$ cat config.mk
export PLATFORM = sky130hd
export DESIGN_NAME = layer1_activate_drain_flat
export DESIGN_NICKNAME = d
export VERILOG_FILES = /design/src/rtl/layer1_activate_drain_if.sv /design/src/rtl/layer1_activate_drain.sv /design/src/flat_wrapper.sv
export SDC_FILE = /design/constraint.sdc
export NUM_CORES = 1
export LEC_CHECK = 0
export ABC_AREA = 1
export BUFFER_PORTS_ARGS = -buffer_cell sky130_fd_sc_hd__buf_2
export CORE_ASPECT_RATIO = 0.9
export CORE_MARGIN = 2
export CORE_UTILIZATION = 46
export CTS_CLUSTER_DIAMETER = 200
export DETAILED_ROUTE_END_ITERATION = 6
export PLACE_DENSITY = 0.78
export SYNTH_ARGS = -nofsm -noshare
export SYNTH_HDL_FRONTEND = slang
export SYNTH_SLANG_ARGS = --single-unit
$ cat constraint.sdc
create_clock -name clk -period 11.49 [get_ports clk]
set_input_delay 2.298 -clock clk [delete_from_list [all_inputs] [get_ports clk]]
set_output_delay 2.298 -clock clk [all_outputs]
set_load 0.1 [all_outputs]
$ cat src/rtl/layer1_activate_drain_if.sv
// Column-in / lane-out handshake bundle for the layer-1 activate-and-drain stage.
// The master side is the upstream MAC array plus downstream consumer; the slave side is the stage itself.
interface layer1_activate_drain_if #(
  parameter int LANES = 10,
  parameter int W     = 16
);
  logic [LANES*W-1:0] column;
  logic               col_valid;
  logic               col_ready;
  logic               bias_wr_en;
  logic [3:0]         bias_wr_addr;
  logic [W-1:0]       bias_wr_data;
  logic               out_valid;
  logic               out_ready;
  logic [W-1:0]       out_data;
  logic [3:0]         out_idx;
  logic               out_last;

  modport master (
    output column, col_valid, bias_wr_en, bias_wr_addr, bias_wr_data, out_ready,
    input  col_ready, out_valid, out_data, out_idx, out_last
  );

  modport slave (
    input  column, col_valid, bias_wr_en, bias_wr_addr, bias_wr_data, out_ready,
    output col_ready, out_valid, out_data, out_idx, out_last
  );
endinterface

$ cat src/rtl/layer1_activate_drain.sv
// Captures a MAC column, adds per-lane bias with signed saturation, then drains one lane per handshake.
// Define L1_RELU_EN to clamp negative results to zero; otherwise the activation is linear.
module layer1_activate_drain #(
  parameter int LANES = 10,
  parameter int W     = 16
) (
  input logic clk,
  input logic reset,
  layer1_activate_drain_if.slave bus
);

  localparam logic [3:0] LAST_IDX = 4'(LANES - 1);

  typedef enum logic {IDLE, DRAIN} state_t;

  state_t       state_q;
  logic [3:0]   ptr_q;
  logic         col_ready_q;
  logic         out_valid_q;
  logic [W-1:0] out_data_q;
  logic [W-1:0] bias_q [LANES];
  logic [W-1:0] res_q  [LANES];
  logic [W-1:0] act_d  [LANES];
  logic [W:0]   sum_w  [LANES];
  logic [W-1:0] sat_w  [LANES];
  logic [W-1:0] next_data;

  // One extra bit of headroom makes overflow visible as a mismatch of the top two sum bits.
  always_comb begin
    for (int i = 0; i < LANES; i++) begin
      sum_w[i] = {bus.column[i*W+W-1], bus.column[i*W +: W]} + {bias_q[i][W-1], bias_q[i]};
      if (sum_w[i][W] != sum_w[i][W-1])
        sat_w[i] = sum_w[i][W] ? {1'b1, {(W-1){1'b0}}} : {1'b0, {(W-1){1'b1}}};
      else
        sat_w[i] = sum_w[i][W-1:0];
`ifdef L1_RELU_EN
      act_d[i] = sat_w[i][W-1] ? '0 : sat_w[i];
`else
      act_d[i] = sat_w[i];
`endif
    end
  end

  always_comb begin
    next_data = '0;
    for (int i = 0; i < LANES; i++)
      if (ptr_q + 4'd1 == 4'(i))
        next_data = res_q[i];
  end

  always_ff @(posedge clk or posedge reset) begin
    if (reset) begin
      for (int i = 0; i < LANES; i++)
        bias_q[i] <= '0;
    end else if (bus.bias_wr_en) begin
      for (int i = 0; i < LANES; i++)
        if (bus.bias_wr_addr == 4'(i))
          bias_q[i] <= bus.bias_wr_data;
    end
  end

  // out_data is preloaded one lane ahead so it stays a pure register output.
  always_ff @(posedge clk or posedge reset) begin
    if (reset) begin
      state_q     <= IDLE;
      ptr_q       <= '0;
      col_ready_q <= 1'b1;
      out_valid_q <= 1'b0;
      out_data_q  <= '0;
      for (int i = 0; i < LANES; i++)
        res_q[i] <= '0;
    end else begin
      case (state_q)
        IDLE: begin
          if (bus.col_valid) begin
            for (int i = 0; i < LANES; i++)
              res_q[i] <= act_d[i];
            out_data_q  <= act_d[0];
            ptr_q       <= '0;
            col_ready_q <= 1'b0;
            out_valid_q <= 1'b1;
            state_q     <= DRAIN;
          end
        end
        DRAIN: begin
          if (bus.out_ready) begin
            if (ptr_q == LAST_IDX) begin
              ptr_q       <= '0;
              col_ready_q <= 1'b1;
              out_valid_q <= 1'b0;
              state_q     <= IDLE;
            end else begin
              ptr_q      <= ptr_q + 4'd1;
              out_data_q <= next_data;
            end
          end
        end
        default: state_q <= IDLE;
      endcase
    end
  end

  assign bus.col_ready = col_ready_q;
  assign bus.out_valid = out_valid_q;
  assign bus.out_data  = out_data_q;
  assign bus.out_idx   = ptr_q;
  assign bus.out_last  = out_valid_q && (ptr_q == LAST_IDX);

endmodule

$ cat src/flat_wrapper.sv
// flat-port wrapper written by rule: the top's interface ports become plain ports
module layer1_activate_drain_flat 
#(
  parameter int LANES = 10,
  parameter int W     = 16
)
  (clk, reset, bus_column, bus_col_valid, bus_bias_wr_en, bus_bias_wr_addr, bus_bias_wr_data, bus_out_ready, bus_col_ready, bus_out_valid, bus_out_data, bus_out_idx, bus_out_last);
  layer1_activate_drain_if #(.LANES(LANES), .W(W)) bus_i ();
  input logic clk;
  input logic reset;
  input wire logic [$bits(bus_i.column)-1:0] bus_column;
  input wire logic [$bits(bus_i.col_valid)-1:0] bus_col_valid;
  input wire logic [$bits(bus_i.bias_wr_en)-1:0] bus_bias_wr_en;
  input wire logic [$bits(bus_i.bias_wr_addr)-1:0] bus_bias_wr_addr;
  input wire logic [$bits(bus_i.bias_wr_data)-1:0] bus_bias_wr_data;
  input wire logic [$bits(bus_i.out_ready)-1:0] bus_out_ready;
  output wire logic [$bits(bus_i.col_ready)-1:0] bus_col_ready;
  output wire logic [$bits(bus_i.out_valid)-1:0] bus_out_valid;
  output wire logic [$bits(bus_i.out_data)-1:0] bus_out_data;
  output wire logic [$bits(bus_i.out_idx)-1:0] bus_out_idx;
  output wire logic [$bits(bus_i.out_last)-1:0] bus_out_last;
  assign bus_i.column = bus_column;
  assign bus_i.col_valid = bus_col_valid;
  assign bus_i.bias_wr_en = bus_bias_wr_en;
  assign bus_i.bias_wr_addr = bus_bias_wr_addr;
  assign bus_i.bias_wr_data = bus_bias_wr_data;
  assign bus_i.out_ready = bus_out_ready;
  assign bus_col_ready = bus_i.col_ready;
  assign bus_out_valid = bus_i.out_valid;
  assign bus_out_data = bus_i.out_data;
  assign bus_out_idx = bus_i.out_idx;
  assign bus_out_last = bus_i.out_last;
  layer1_activate_drain #(.LANES(LANES), .W(W)) u_core (.clk(clk), .reset(reset), .bus(bus_i));
endmodule
==> impl_metrics.csv <==
group,metric,value,unit
status,outcome,"finished, final reports clean",
sta,rsz0062_at_grt,"no",
die,io_pins,208,
global_routing,grt-ovfl-total,0,
cts,cts_hold_buf,0,
worst_setup_path,cp_top_family,"buffers and inverters",
cts,cts_tree,"yes",
power,p_comb_share,47.9,%
worst_setup_path,timing.rr.end,"u_core.res_q[126]",
die,dieArea,49400,um^2
place,placedInstanceArea,23400,um^2
worst_setup_path,worstSetupStartpointType,"input port",
global_routing,track_usage,26.7,%
yosys,ys_seq_area_share,39.1,%
sta,setup_tns,0,ns
detailed_routing,wl,65800,um
yosys,synthArstFlopShare,100,%
yosys,synth_ff_type,"dfrtp_1",
die,coreArea,46800,um^2
global_routing,grt_busiest_layer,"met2",
cts,cts.path.max_buffers,3,
global_routing,grtUsageMet2,40.2,%
yosys,avgSynthCellArea,7.86,um^2
yosys,syn_area,21900,um^2
cts,root_buffer,"clkbuf_16",
min_path,hold_class,"reg -> reg",
yosys,yosys_warnings,0,
sta,min_period_over_period,41.5,%
die,fp-row-count,75,
worst_setup_path,rrSetupSlack,7.54,ns
yosys,ys_seq_elements,343,
power,power_density,246,nW/um^2
worst_setup_path,critPathArrivalTime,5.21,ns
power,vdd_drop_max,0.172,mV
sta,fin_crit,4.77,ns
yosys,synth_edf_count,0,
detailed_routing,dr.first_iter.drc_count,1771,
place,pre_cts_slack,6.19,ns
sta,relSlewSlack,22.3,%
detailed_routing,wire_per_inst,18.3,um
yosys,synthDistinctLibCells,53,
place,dp_hpwl,47400,um
die,initial_core_util,46.8,%
worst_setup_path,crit_chain,"buf_2 > nand2_4 > buf_4 > buf_4 > nor2_1 > a21oi_1 > inv_1 > nand2_1 > nand2_1",
detailed_routing,drc_errors,0,
min_path,min_delay_path_depth,2,
worst_setup_path,max_stage_delay,0.62,ns
power,sw_frac_of_total,45.7,%
sta,setup_viol,0,
worst_setup_path,crit_type,"in -> reg",
place,gp_congestion,0.931,
power,pwr-share-clk,20.7,%
place,numPortBuffers,207,
sta,hold_violations,0,
detailed_routing,drt-pass1-iter-count,7,
sta,worst_slack,6.72,ns
min_path,min_to,"u_core.res_q[15]",
worst_setup_path,cp_max_fo,58,
sta,skew,0.0147,ns
cells_and_area,final_net_count,3312,
cts,clk_pin_slew,0.06,ns
global_routing,gr-usage-met3,4.86,%
cts,cts_made_buffers,39,
worst_setup_path,rr_worst_depth,9,
power,p_seq_share,31.4,%
yosys,synthCells,2791,
cells_and_area,final_area,24600,um^2
detailed_routing,ant_nets,0,
die,fp.dieW,234,um
global_routing,grt_max_degree,178,
global_routing,grt_pass1_wl,101000,um
global_routing,use_met1,39.5,%
detailed_routing,vias,19500,
die,dieHeight,211,um
power,p_int,3.28,mW
worst_setup_path,endpoint_kind,"flip-flop",
cts,cts_setup_buffers,0,
yosys,synth_nets,3152,
global_routing,grt_pass1_vias,18200,
worst_setup_path,crit_required,11.93,ns
power,p_total,6.05,mW
worst_setup_path,rr_startpoint,"u_core.state_q",
sta,slew_violations,0,
cts,insertion_delay,0.56,ns
min_path,min_from,"u_core.res_q[15]",
cts,cts_resized,0,
cells_and_area,syn2layout_area_growth,12.3,%
power,power_leakage,12.4,nW
cells_and_area,layout-drive-gt1-share,11.4,%
sta,tightest_slew,1.16,ns
flow_run,drv_cap,0,
sta,max_clock_freq,210,MHz
global_routing,antenna_found_initial,8,
cts,h-tree-depth,2,
worst_setup_path,critPathBufInv,4,
detailed_routing,via_per_inst,5.42,
worst_setup_path,worst_path_max_delay_cell,"a21oi_1",
cts,cts_sinks,343,
power,power_switching,2.77,mW
==> cell usage in the layout, fill, tap and decap left out, types with 10 or more instances in the layout <==
master and n:
nand2_1 621, a21oi_1 377, dfrtp_1 342, o21ai_0 252, inv_1 221, buf_2 207
ha_1 166, nor2_1 150, nand3_1 131, xor2_1 89, o21ai_1 68, xnor2_1 47
clkbuf_16 41, nand4_1 24, o31ai_1 18, clkinv_1 17, o21bai_1 15, nor3_1 15
a21boi_0 13, inv_2 12, a21o_1 12, clkbuf_1 12, or2_2 11, fa_1 10
==> metrics by stage <==
step,hold slack (ns),instances,util [%]
global route,0.496,3596,52.6
global placement,0.460,3526,49.9
floorplan,0.443,2791,-
detailed placement,0.465,3526,49.9
CTS,0.478,3594,52.6
finish,0.480,3597,52.6
==> worst reg2reg max path: stages (launching register included) <==
cell and delay (ns):
dfrtp_1 0.67, inv_2 0.29, nand2_4 0.52, buf_4 0.66, buf_4 0.61, nor2_1 0.15, a21oi_1 0.62, inv_1 0.16
nand2_1 0.11, nand2_1 0.06
==> layer usage <==
| layer | part of all wire, % | vias up |
|---|---|---|
| met4 | 2.3 | 4 |
| met2 | 44 | 623 |
| li1 | - | 9670 |
| met3 | 7.6 | 98 |
| met5 | 0.047 | - |
| met1 | 46 | 9095 |
==> power by group through the flow <==
stage | clock [mW] | combinational, mW | sequential [mW]
global route | 1.32 | 3.22 | 1.94
detailed placement | 0 | 2.84 | 1.90
CTS | 1.27 | 2.86 | 1.89
global placement | 0 | 2.79 | 1.90
finish | 1.25 | 2.90 | 1.90
floorplan | 0 | 1.88 | 2.08
==> cell type report <==
class	instances	area [um^2]
antenna	3	7.51
tap	616	771
fill	4479	22200
inverter	251	946
multi-input combinational	2099	11900
clock inverter	12	135
clock buffer	56	1110
timing repair buffer	217	1140
sequential	343	8580
==> synthesized netlist by cell type, types with 6 or more instances <==
cell | instances | share of area [%]
a21boi_0 | 13 | 0.45
a21o_1 | 12 | 0.41
a21oi_1 | 377 | 8.6
a21oi_2 | 7 | 0.28
a31oi_1 | 6 | 0.17
buf_2 | 30 | 0.68
buf_4 | 11 | 0.38
clkbuf_1 | 44 | 0.75
clkinv_1 | 17 | 0.29
dfrtp_1 | 342 | 39
fa_1 | 10 | 0.91
ha_1 | 166 | 9.5
inv_1 | 222 | 3.8
inv_2 | 12 | 0.21
nand2_1 | 622 | 11
nand3_1 | 131 | 3.0
nand4_1 | 24 | 0.68
nor2_1 | 154 | 2.6
nor3_1 | 15 | 0.34
nor4_1 | 9 | 0.26
o21ai_0 | 252 | 5.8
o21ai_1 | 68 | 1.6
o21ai_2 | 8 | 0.32
o21bai_1 | 15 | 0.51
o31ai_1 | 18 | 0.62
or2_0 | 7 | 0.20
or2_2 | 11 | 0.31
xnor2_1 | 47 | 1.9
xor2_1 | 89 | 3.6
==> worst max-delay path by stage <==
stage                       start           endpoint  slack, ns  depth (start not counted)
floorplan                   reset   u_core.bias_q[0]       4.60                          1
global placement    bus_col_valid  u_core.res_q[125]       6.14                          9
detailed placement  bus_col_valid  u_core.res_q[125]       6.19                          9
CTS                 bus_col_valid  u_core.res_q[126]       6.78                          9
global route        bus_col_valid  u_core.res_q[125]       6.42                          9
finish              bus_col_valid  u_core.res_q[126]       6.72                          9
==> registers in the layout, summed over array words and instances, names as in the netlist <==
signal and flops:
u_core.bus.out_data 16, u_core.res_q 160, u_core.bus.col_ready 1, u_core.bus.out_valid 1, u_core.bias_q 160, u_core.bus.out_idx 4
u_core.state_q 1
==> logic make-up after synthesis <==
family	synth area share [%]
AO/OA/AOI/OAI	19.1
adder cells (fa/ha/maj)	10.4
XOR/XNOR	5.73
flip-flops	39.1
buffers and inverters	6.46
AND/OR/NAND/NOR	19.1
Power figures use the tool's default switching activity.
